`src/rtl/stage_buffer_pkg.sv`:
```
// Shared constants for the inter-stage buffers: per-stage depths and pointer sizing.
package stage_buffer_pkg;

  localparam int F2D_BUF_DEPTH = 1;
  localparam int D2E_BUF_DEPTH = 2;
  localparam int BUF_DEPTH_MAX = 16;

  // A single-entry buffer still needs a one-bit pointer to index its array.
  function automatic int ptr_w(input int depth);
    return (depth > 1) ? $clog2(depth) : 1;
  endfunction

endpackage

```
`src/rtl/stage_buffer.sv`:
```
// Circular-queue pipeline buffer between two CPU stages, valid/rdy on both sides,
// with flush, halt gating, occupancy count and an optional registered-ready mode.
module stage_buffer
  import stage_buffer_pkg::*;
#(
  parameter type T       = logic [31:0],
  parameter int  DEPTH   = 2,
  parameter bit  REG_RDY = 1'b0,
  parameter int  CNT_W   = $clog2(DEPTH + 1)
) (
  input  logic             clk_in,
  input  logic             reset_in,
  input  logic             cpu_halt,
  input  logic             pipe_flush,
  input  logic             in_valid,
  output logic             in_rdy,
  input  T                 in_data,
  output logic             out_valid,
  input  logic             out_rdy,
  output T                 out_data,
  output logic [CNT_W-1:0] count
);

  localparam int PTR_W = ptr_w(DEPTH);
  localparam logic [CNT_W-1:0] FULL_CNT = CNT_W'(DEPTH);
  localparam logic [PTR_W-1:0] LAST_PTR = PTR_W'(DEPTH - 1);

  T                 r_mem [DEPTH];
  logic [PTR_W-1:0] r_wr_ptr;
  logic [PTR_W-1:0] r_rd_ptr;
  logic [CNT_W-1:0] r_count;

  logic w_full;
  logic w_xfer_in;
  logic w_xfer_out;

  function automatic logic [PTR_W-1:0] next_ptr(input logic [PTR_W-1:0] p);
    return (p == LAST_PTR) ? '0 : p + PTR_W'(1);
  endfunction

  assign w_full = (r_count == FULL_CNT);

  // Pass-through mode lets a full buffer accept when the head leaves in the same cycle.
  generate
    if (REG_RDY) begin : g_reg_rdy
      assign in_rdy = !reset_in && !cpu_halt && !w_full;
    end else begin : g_pass_rdy
      assign in_rdy = !reset_in && !cpu_halt && (!w_full || out_rdy);
    end
  endgenerate

  assign out_valid  = (r_count != '0);
  assign out_data   = out_valid ? r_mem[r_rd_ptr] : '0;
  assign count      = r_count;
  assign w_xfer_in  = in_valid && in_rdy;
  assign w_xfer_out = out_valid && out_rdy;

  always_ff @(posedge clk_in) begin
    if (reset_in) begin
      r_wr_ptr <= '0;
      r_rd_ptr <= '0;
      r_count  <= '0;
    end else if (pipe_flush) begin
      r_wr_ptr <= '0;
      r_rd_ptr <= '0;
      r_count  <= '0;
    end else begin
      if (w_xfer_in) begin
        r_mem[r_wr_ptr] <= in_data;
        r_wr_ptr        <= next_ptr(r_wr_ptr);
      end
      if (w_xfer_out) begin
        r_rd_ptr <= next_ptr(r_rd_ptr);
      end
      case ({w_xfer_in, w_xfer_out})
        2'b10:   r_count <= r_count + CNT_W'(1);
        2'b01:   r_count <= r_count - CNT_W'(1);
        default: r_count <= r_count;
      endcase
    end
  end

`ifdef SIM_DEBUG
  always_ff @(posedge clk_in) begin
    if (!reset_in) begin
      assert (r_count <= FULL_CNT);
      if (w_xfer_in) assert (!$isunknown(in_data));
    end
  end
`endif

endmodule

```
`config.mk`:
```
export PLATFORM = sky130hd
export DESIGN_NAME = stage_buffer
export DESIGN_NICKNAME = d
export VERILOG_FILES = /design/src/rtl/stage_buffer_pkg.sv /design/src/rtl/stage_buffer.sv
export SDC_FILE = /design/constraint.sdc
export NUM_CORES = 1
export LEC_CHECK = 0
export ABC_CLOCK_PERIOD_IN_PS = 5100
export CAP_MARGIN = 20
export CELL_PAD_IN_SITES_DETAIL_PLACEMENT = 2
export CELL_PAD_IN_SITES_GLOBAL_PLACEMENT = 2
export CORE_AREA = 3 3 117 63
export DETAILED_ROUTE_END_ITERATION = 10
export DIE_AREA = 0 0 120 66
export DONT_BUFFER_PORTS = 1
export PLACE_DENSITY_LB_ADDON = 0.1
export REMOVE_ABC_BUFFERS = 1
export SLEW_MARGIN = 0
export SYNTH_ARGS = -nofsm -noshare
export SYNTH_HDL_FRONTEND = slang
export SYNTH_SLANG_ARGS = --single-unit
```
`constraint.sdc`:
```
create_clock -name clk_in -period 5.1 [get_ports clk_in]
set_input_delay 0.765 -clock clk_in [delete_from_list [all_inputs] [get_ports clk_in]]
set_output_delay 0.765 -clock clk_in [all_outputs]
set_load 0.02 [all_outputs]
```
==> results of run 1 <==
[kinds of logic after synthesis]
group / after synthesis / synth area share
AOI/OAI and AO/OA: 3 / 0.00567
xor gates and xnor gates: 3 / 0.00993
adders and majority gates: 1 / 0.00473
buffers and inverters: 12 / 0.0189
DFF: 69 / 0.764
muxes: 33 / 0.125
and+or+nand+nor: 45 / 0.0723
[cell usage after synthesis, types with 2 or more instances]
library cell / number
edfxtp_1: 64
xor2_1: 2
inv_1: 3
nor3_1: 2
clkbuf_1: 5
or3_1: 2
buf_2: 4
nor2_1: 37
o21ai_0: 2
mux2i_1: 33
dfxtp_1: 5
or2_2: 2
[cell type report]
class,count,share of cell area
inverter,3,0.00367
sequential,69,0.659
tap,92,0.0375
clock inverter,7,0.0261
clock buffer,9,0.0734
timing repair buffer,3,0.00734
multi-input combinational,85,0.192
[worst paths after layout]
| check | start | endpoint | slack (ps) | depth (start not counted) |
|---|---|---|---|---|
| max | count[0]$_SDFFE_PP0P_ | out_data[5] | 2440 | 3 |
| min | in_data[8] | r_mem[1][8]$_DFFE_PP_ | 540 | 0 |
| min reg2reg | r_rd_ptr$_SDFFE_PP0P_ | r_rd_ptr$_SDFFE_PP0P_ | 540 | 2 |
| max reg2reg | count[0]$_SDFFE_PP0P_ | r_mem[0][13]$_DFFE_PP_ | 2560 | 3 |
[per-layer routing]
layer,global-route usage,vias to the layer above,part of all wire
met3,0.0778,5,0.095
met5,0,-,0
li1,-,614,-
met1,0.161,618,0.42
met2,0.222,48,0.48
met4,0.0556,0,0.0054
[power breakdown]
group          internal (mW)  switching [mW]  leakage (nW)
Clock                  0.419           0.205         0.149
Sequential             0.623         0.00280         0.617
Combinational        0.00618          0.0182         0.184
Total                   1.05           0.226         0.950
[flip-flops by register name, indices dropped and copies added (netlist names), named ones only]
register and flops:
r_wr_ptr 1, r_mem 64, count 2, r_rd_ptr 1
[through the flow]
step,power [mW],std cells
after global routing,1.32,268
after floorplan,0.656,157
after global placement,0.661,252
after detailed placement,0.662,252
final,1.27,268
after CTS,1.29,268
[worst reg2reg max path, cell delays in order, from the launching register on]
cell and delay [ps]:
dfxtp_1 570, nor3b_1 170, or4b_1 640, nor2_4 780
==> metrics.yaml, run 1 <==
outcome: "finished clean"
cts_made_buffers: 9
dpl_cell_area_um2: 2760
seqCellArea_um2: 2020
crit_chain: "nor2_2 -> buf_4 -> nor2_1"
synth_cells: 166
synth_warnings: 0
synth_top_area_frac: 0.726
antenna_found_initial: 0
critPathTopFamily: "simple AND/OR/NAND/NOR gates"
synth_seq_cells: 69
grt_pass1_vias: 1488
syn-cell-area_um2: 2650
clk_latency_ps: 320
critPathKind: "reg -> out"
worst_slack_ps: 2440
synth_edf_count: 64
path_clk_slew_ps: 50
fin_tns_setup_ps: 0
cts_tree: "yes"
cts_root_buf: "clkbuf_16"
drt_wl_total_um: 4960
ys_types: 17
hp-class: "in -> reg"
crit_arrival_ps: 1900
relSlewSlack: 0.356
clock_path_buffers: 2
pre_cts_ws_ps: 2410
io_pins: 74
p_per_area_nw_per_um2: 415
critPathMaxStageDelay_ps: 620
overflow: 0
drt-pass1-iter-count: 4
placementRows: 21
area_growth_pct: 15.9
timing.final.max_slew_violations: 0
period_share: 0.522
die_w_um: 120
layout_commonest_cell: "edfxtp_1"
start_util: 0.408
nFillCells: 610
hold_slack_ps: 536
synth.avg_cell_area_um2: 15.9
final_util: 0.473
path_buf_inv: 1
synthArstFlopShare: 0
fin_area_um2: 3070
postCtsHoldBufs: 0
max-cap-violations: 0
synth_largest_area_cell: "edfxtp_1"
ant_nets: 0
die_h_um: 66
multi_input_comb_area_um2: 591
synth_area_leaders: "edfxtp_1, mux2i_1, nor2_1, dfxtp_1, buf_2"
cts_resized: 0
cp-end-kind: "output port"
rsz0062_at_grt: "no"
critical_path_required_ps: 4340
leakage_nw: 0.950
core_area_um2: 6490
floorplan.die_area_um2: 7920
synth-main-ff-cell: "edfxtp_1"
peakVddDrop_mv: 0.326
fmax_mhz: 376
initialDrtViolationCount: 80
dpl.hpwl_um: 3540
ys_seq_area_frac: 0.764
num_antenna_cells: 0
clock-skew-final_ps: 4.05
h-tree-depth: 3
nNetsFinal: 210
gr-usage-all-layers: 0.140
drive_gt1_frac: 0.119
wl_per_cell_um: 18.5
routabilityCongestion: 0.650
hold_viol: 0
cts_sinks: 69
drc_errors: 0
via_count: 1285
fin_crit_ps: 2660
crit_path_start_kind: "flip-flop"
worst_pin_slew_ps: 967
io_buffers: 0
routed_via_density: 4.79
setup_viol: 0
cts_setup_buffers: 0
grt_pass1_wl_um: 8070
grt_max_degree: 33
layout_common_cells: "edfxtp_1, nor2_1, mux2i_1, clkbuf_16"
path_max_fanout: 17
cpMaxStageDelayCell: "nor2_2"
(Power assumes the default switching activity.)
==> inputs of run 2 (changes only) <==
- ABC_CLOCK_PERIOD_IN_PS: 5100 -> 2500
- clock period: 5.1 -> 2.5 ns (I/O delays scaled with it)
==> metrics.yaml, run 2 (synthesis gave the netlist of run 1 again) <==
path_max_fanout: 6  # -11
nFillCells: 610  # unchanged
crit_path_start_kind: "flip-flop"
io_pins: 74  # unchanged
drt_wl_total_um: 5790  # +17%
num_antenna_cells: 0  # unchanged
holdCritStartpoint: "in_data[19]"
hold_slack_ps: 138  # -398 ps
postCtsHoldBufs: 0  # unchanged
die_w_um: 120  # unchanged
cp-end-kind: "flip-flop"
h-tree-depth: 3  # unchanged
clock_path_buffers: 2  # unchanged
max-cap-violations: 0  # unchanged
timing.final.max_slew_violations: 0  # unchanged
peakVddDrop_mv: 0.523  # +60%
initialDrtViolationCount: 111  # +39%
grt_max_degree: 20  # -39%
placementRows: 21  # unchanged
pre_cts_ws_ps: 240  # -2170 ps
cts_sinks: 69  # unchanged
r2r_slack_ps: 230  # -2330 ps
rsz0062_at_grt: "no"
multi_input_comb_area_um2: 591  # unchanged
clk_latency_ps: 330  # about the same
fin_crit_ps: 2270
hold_viol: 0  # unchanged
antenna_found_initial: 0  # unchanged
holdPathStages: 0  # unchanged
drc_errors: 0  # unchanged
via_count: 1395  # +8.6%
cts_tree: "yes"
final_util: 0.472  # -0.000578
routabilityCongestion: 0.671  # +3.2%
layout_commonest_cell: "edfxtp_1"
crit_arrival_ps: 2530  # +630 ps
regMostFlops: "r_mem"
outcome: "finished clean"
dpl.hpwl_um: 4140  # +17%
p_per_area_nw_per_um2: 788  # +90%
setup_viol: 0  # unchanged
cts_setup_buffers: 0  # unchanged
drive_gt1_frac: 0.160  # +0.0409
area_growth_pct: 15.7
clock-skew-final_ps: 5.67  # +1.62 ps
nNetsFinal: 216  # +2.9%
layout_common_cells: "edfxtp_1, nor2_1, mux2i_1, clkbuf_16, buf_4"
cts_resized: 0  # unchanged
grt_pass1_wl_um: 9030  # +12%
floorplan.die_area_um2: 7920  # unchanged
critPathKind: "reg -> reg"
r2r-end: "count[1]$_SDFFE_PP0P_"
routed_via_density: 5.11  # +6.6%
ant_nets: 0  # unchanged
r2r-start: "count[1]$_SDFFE_PP0P_"
worst_pin_slew_ps: 638  # -328 ps
drt-pass1-iter-count: 3  # -1
min_to: "r_mem[0][19]$_DFFE_PP_"
overflow: 0  # unchanged
gr-usage-all-layers: 0.159  # +0.0188
core_area_um2: 6490  # unchanged
wl_per_cell_um: 21.2  # +15%
hp-class: "in -> reg"
seqCellArea_um2: 2020  # unchanged
worst_slack_ps: 235  # -2200 ps
grt_pass1_vias: 1582  # +6.3%
reg2regPathDepth: 5  # +2
period_share: 0.906
start_util: 0.408  # unchanged
cts_root_buf: "clkbuf_16"
leakage_nw: 0.961  # +1.1%
largest_reg_flops: 64  # unchanged
cts_made_buffers: 9  # unchanged
path_clk_slew_ps: 60  # about the same
fmax_mhz: 441
relSlewSlack: 0.571  # +0.216
critical_path_required_ps: 2760  # -1580 ps
io_buffers: 0  # unchanged
die_h_um: 66  # unchanged
run 2: cell types whose count changed in the layout (fill, tap and decap cells not counted):
| cell | before | now |
|---|---|---|
| clkinvlp_4 | 0 | 1 |
| clkinv_1 | 4 | 1 |
| buf_4 | 3 | 9 |
| bufinv_16 | 2 | 0 |
| clkinv_2 | 1 | 4 |
run 2: how the worst max path moves through the flow:
stage | startpoint | end | slack [ps] | depth (start not counted)
final | count[1]$_SDFFE_PP0P_ | count[1]$_SDFFE_PP0P_ | 230 | 5
after global routing | count[1]$_SDFFE_PP0P_ | count[1]$_SDFFE_PP0P_ | 110 | 6
after CTS | count[1]$_SDFFE_PP0P_ | count[1]$_SDFFE_PP0P_ | 230 | 6
after detailed placement | count[1]$_SDFFE_PP0P_ | count[1]$_SDFFE_PP0P_ | 240 | 5
after global placement | count[1]$_SDFFE_PP0P_ | count[1]$_SDFFE_PP0P_ | 360 | 5
after floorplan | count[0]$_SDFFE_PP0P_ | r_mem[1][0]$_DFFE_PP_ | -1420 | 3
run 2: final cells by class:
cell class                      count  area share
Clock buffer                        9      0.0735
Sequential cell                    69       0.660
Timing Repair Buffer                9      0.0220
Multi-Input combinational cell     85       0.193
Inverter                            3     0.00367
Tap cell                           92      0.0376
Clock inverter                      6      0.0102
run 2: metrics by stage:
stage	power (mW)	setup TNS, ps	area (µm²)	cells
floorplan	1.34	-61130	2610	157
global placement	1.35	0	2810	258
detailed placement	1.35	0	2810	258
CTS	2.46	0	3060	273
global route	2.51	0	3060	273
finish	2.41	0	3060	273
run 2: metal layers:
metal | routed length, µm | part of all wire | vias to the layer above | global-route usage
li1 | - | - | 631 | -
met1 | 2350 | 0.41 | 702 | 0.178
met2 | 2810 | 0.49 | 55 | 0.254
met3 | 543 | 0.094 | 7 | 0.0906
met4 | 87 | 0.015 | 0 | 0.0642
met5 | 0 | 0 | - | 0
run 2: critical path: stages (launching register included):
cell and delay, ps:
dfxtp_1 420, nor3b_1 230, or4b_1 640, ha_1 390
or3_1 360, a21oi_1 150
run 2: power by group:
group / switching (mW) / leakage (nW) / total, mW / internal [mW]
registers: 0.00430 / 0.617 / 1.28 / 1.27
clock network: 0.430 / 0.128 / 1.08 / 0.652
logic: 0.0412 / 0.215 / 0.0560 / 0.0148
==> inputs of run 3 (changes only) <==
- CORE_AREA: 3 3 117 63 -> 2 2 116 62
- DIE_AREA: 0 0 120 66 -> 0 0 118 64
==> metrics.yaml, run 3 (synthesis gave the netlist of run 1 again) <==
grt_pass1_vias: 1573  # -0.57%
cts_resized: 0  # unchanged
drt_wl_total_um: 5500  # -5.1%
cts_made_buffers: 9  # unchanged
fin_cells: 271  # -0.73%
postCtsHoldBufs: 0  # unchanged
period_share: 0.878  # -0.0276
multi_input_comb_area_um2: 591  # unchanged
hp-class: "in -> reg"
clock-skew-final_ps: 3.95  # -1.72 ps
drc_errors: 0  # unchanged
initialDrtViolationCount: 41  # -63%
die_w_um: 118  # -1.7%
reg2regPathDepth: 6  # +1
grt_max_degree: 34  # +70%
cp-end-kind: "flip-flop"
wl_per_cell_um: 20.3  # -4.4%
layout_commonest_cell: "edfxtp_1"
path_max_fanout: 6  # unchanged
drive_gt1_frac: 0.134  # -0.0261
h-tree-depth: 3  # unchanged
gr-usage-all-layers: 0.163  # +0.00407
seqCellArea_um2: 2020  # unchanged
dpl.hpwl_um: 3780  # -8.6%
fmax_mhz: 455  # +3.1%
clock_path_buffers: 2  # unchanged
place_inst: 257  # -0.39%
relSlewSlack: 0.590  # +0.0186
cts_tree: "yes"
setup_viol: 0  # unchanged
overflow: 0  # unchanged
nFillCells: 604  # -0.98%
start_util: 0.408  # unchanged
outcome: "finished clean"
cts_root_buf: "clkbuf_16"
clk_latency_ps: 330  # about the same
regMostFlops: "r_mem"
io_buffers: 0  # unchanged
p_total_mw: 2.39  # -1.0%
hold_viol: 0  # unchanged
crit_arrival_ps: 2460  # -70 ps
largest_reg_flops: 64  # unchanged
cts_sinks: 69  # unchanged
p_per_area_nw_per_um2: 784  # -0.42%
grt_pass1_wl_um: 8890  # -1.5%
critical_path_required_ps: 2760  # about the same
num_antenna_cells: 0  # unchanged
via_count: 1350  # -3.2%
hold_slack_ps: 140  # +1.49 ps
path_clk_slew_ps: 50  # about the same
cts_setup_buffers: 0  # unchanged
floorplan.die_area_um2: 7550  # -4.6%
drt-pass1-iter-count: 4  # +1
max-cap-violations: 0  # unchanged
placementRows: 21  # unchanged
core_area_um2: 6490  # unchanged
worst_pin_slew_ps: 611  # -27.6 ps
die_h_um: 64  # -3.0%
critPathKind: "reg -> reg"
fin_crit_ps: 2200  # -68.9 ps
io_pins: 74  # unchanged
area_growth_pct: 15.0
routabilityCongestion: 0.690  # +2.9%
rsz0062_at_grt: "no"
holdPathStages: 0  # unchanged
ant_nets: 0  # unchanged
timing.final.max_slew_violations: 0  # unchanged
layout_common_cells: "edfxtp_1, nor2_1, mux2i_1, clkbuf_16, buf_4"
routed_via_density: 4.98  # -2.5%
antenna_found_initial: 0  # unchanged
peakVddDrop_mv: 0.395  # -24%
crit_path_start_kind: "flip-flop"
leakage_nw: 0.949  # -1.2%
nNetsFinal: 215  # -0.46%
run 3: stage by stage:
stage | utilization | setup WS, ps | cell area, µm² | setup TNS [ps]
floorplan | - | -1420 | 2610 | -61130
global placement | 0.431 | 380 | 2800 | 0
detailed placement | 0.431 | 300 | 2800 | 0
CTS | 0.469 | 287 | 3050 | 0
global route | 0.469 | 174 | 3050 | 0
finish | 0.469 | 304 | 3050 | 0
run 3: cell type report:
cell class              instances  area share
clock buffers                   9      0.0740
clock inverters                 5     0.00657
inverters                       3     0.00370
multi-input cells              85       0.194
flip-flops and latches         69       0.664
well taps                      92      0.0378
repair buffers                  8      0.0197
run 3: critical path: stages (launching register included):
cell	delay, ps
dfxtp_1	410
nor3b_1	200
or4b_1	630
ha_1	290
xnor2_1	150
or3_1	310
a21oi_1	140
run 3: layer usage:
layer  GRT usage  part of all wire  routed length [µm]
met1       0.179              0.41                2250
met2       0.253              0.47                2580
met3       0.104              0.11                 588
met4      0.0723             0.015                  80
met5           0                 0                   0
run 3: path summary, 6_finish.rpt:
kind / from / end / slack (ps)
max: count[1]$_SDFFE_PP0P_ / count[1]$_SDFFE_PP0P_ / 300
min: in_data[18] / r_mem[1][18]$_DFFE_PP_ / 140
max reg2reg: count[1]$_SDFFE_PP0P_ / count[1]$_SDFFE_PP0P_ / 300
min reg2reg: r_rd_ptr$_SDFFE_PP0P_ / flip-flop / 530
run 3: power by group:
group | total, mW | switching (mW) | leakage [nW] | internal (mW)
Clock | 1.06 | 0.417 | 0.121 | 0.642
Sequential | 1.28 | 0.00430 | 0.617 | 1.27
Combinational | 0.0541 | 0.0401 | 0.211 | 0.0140
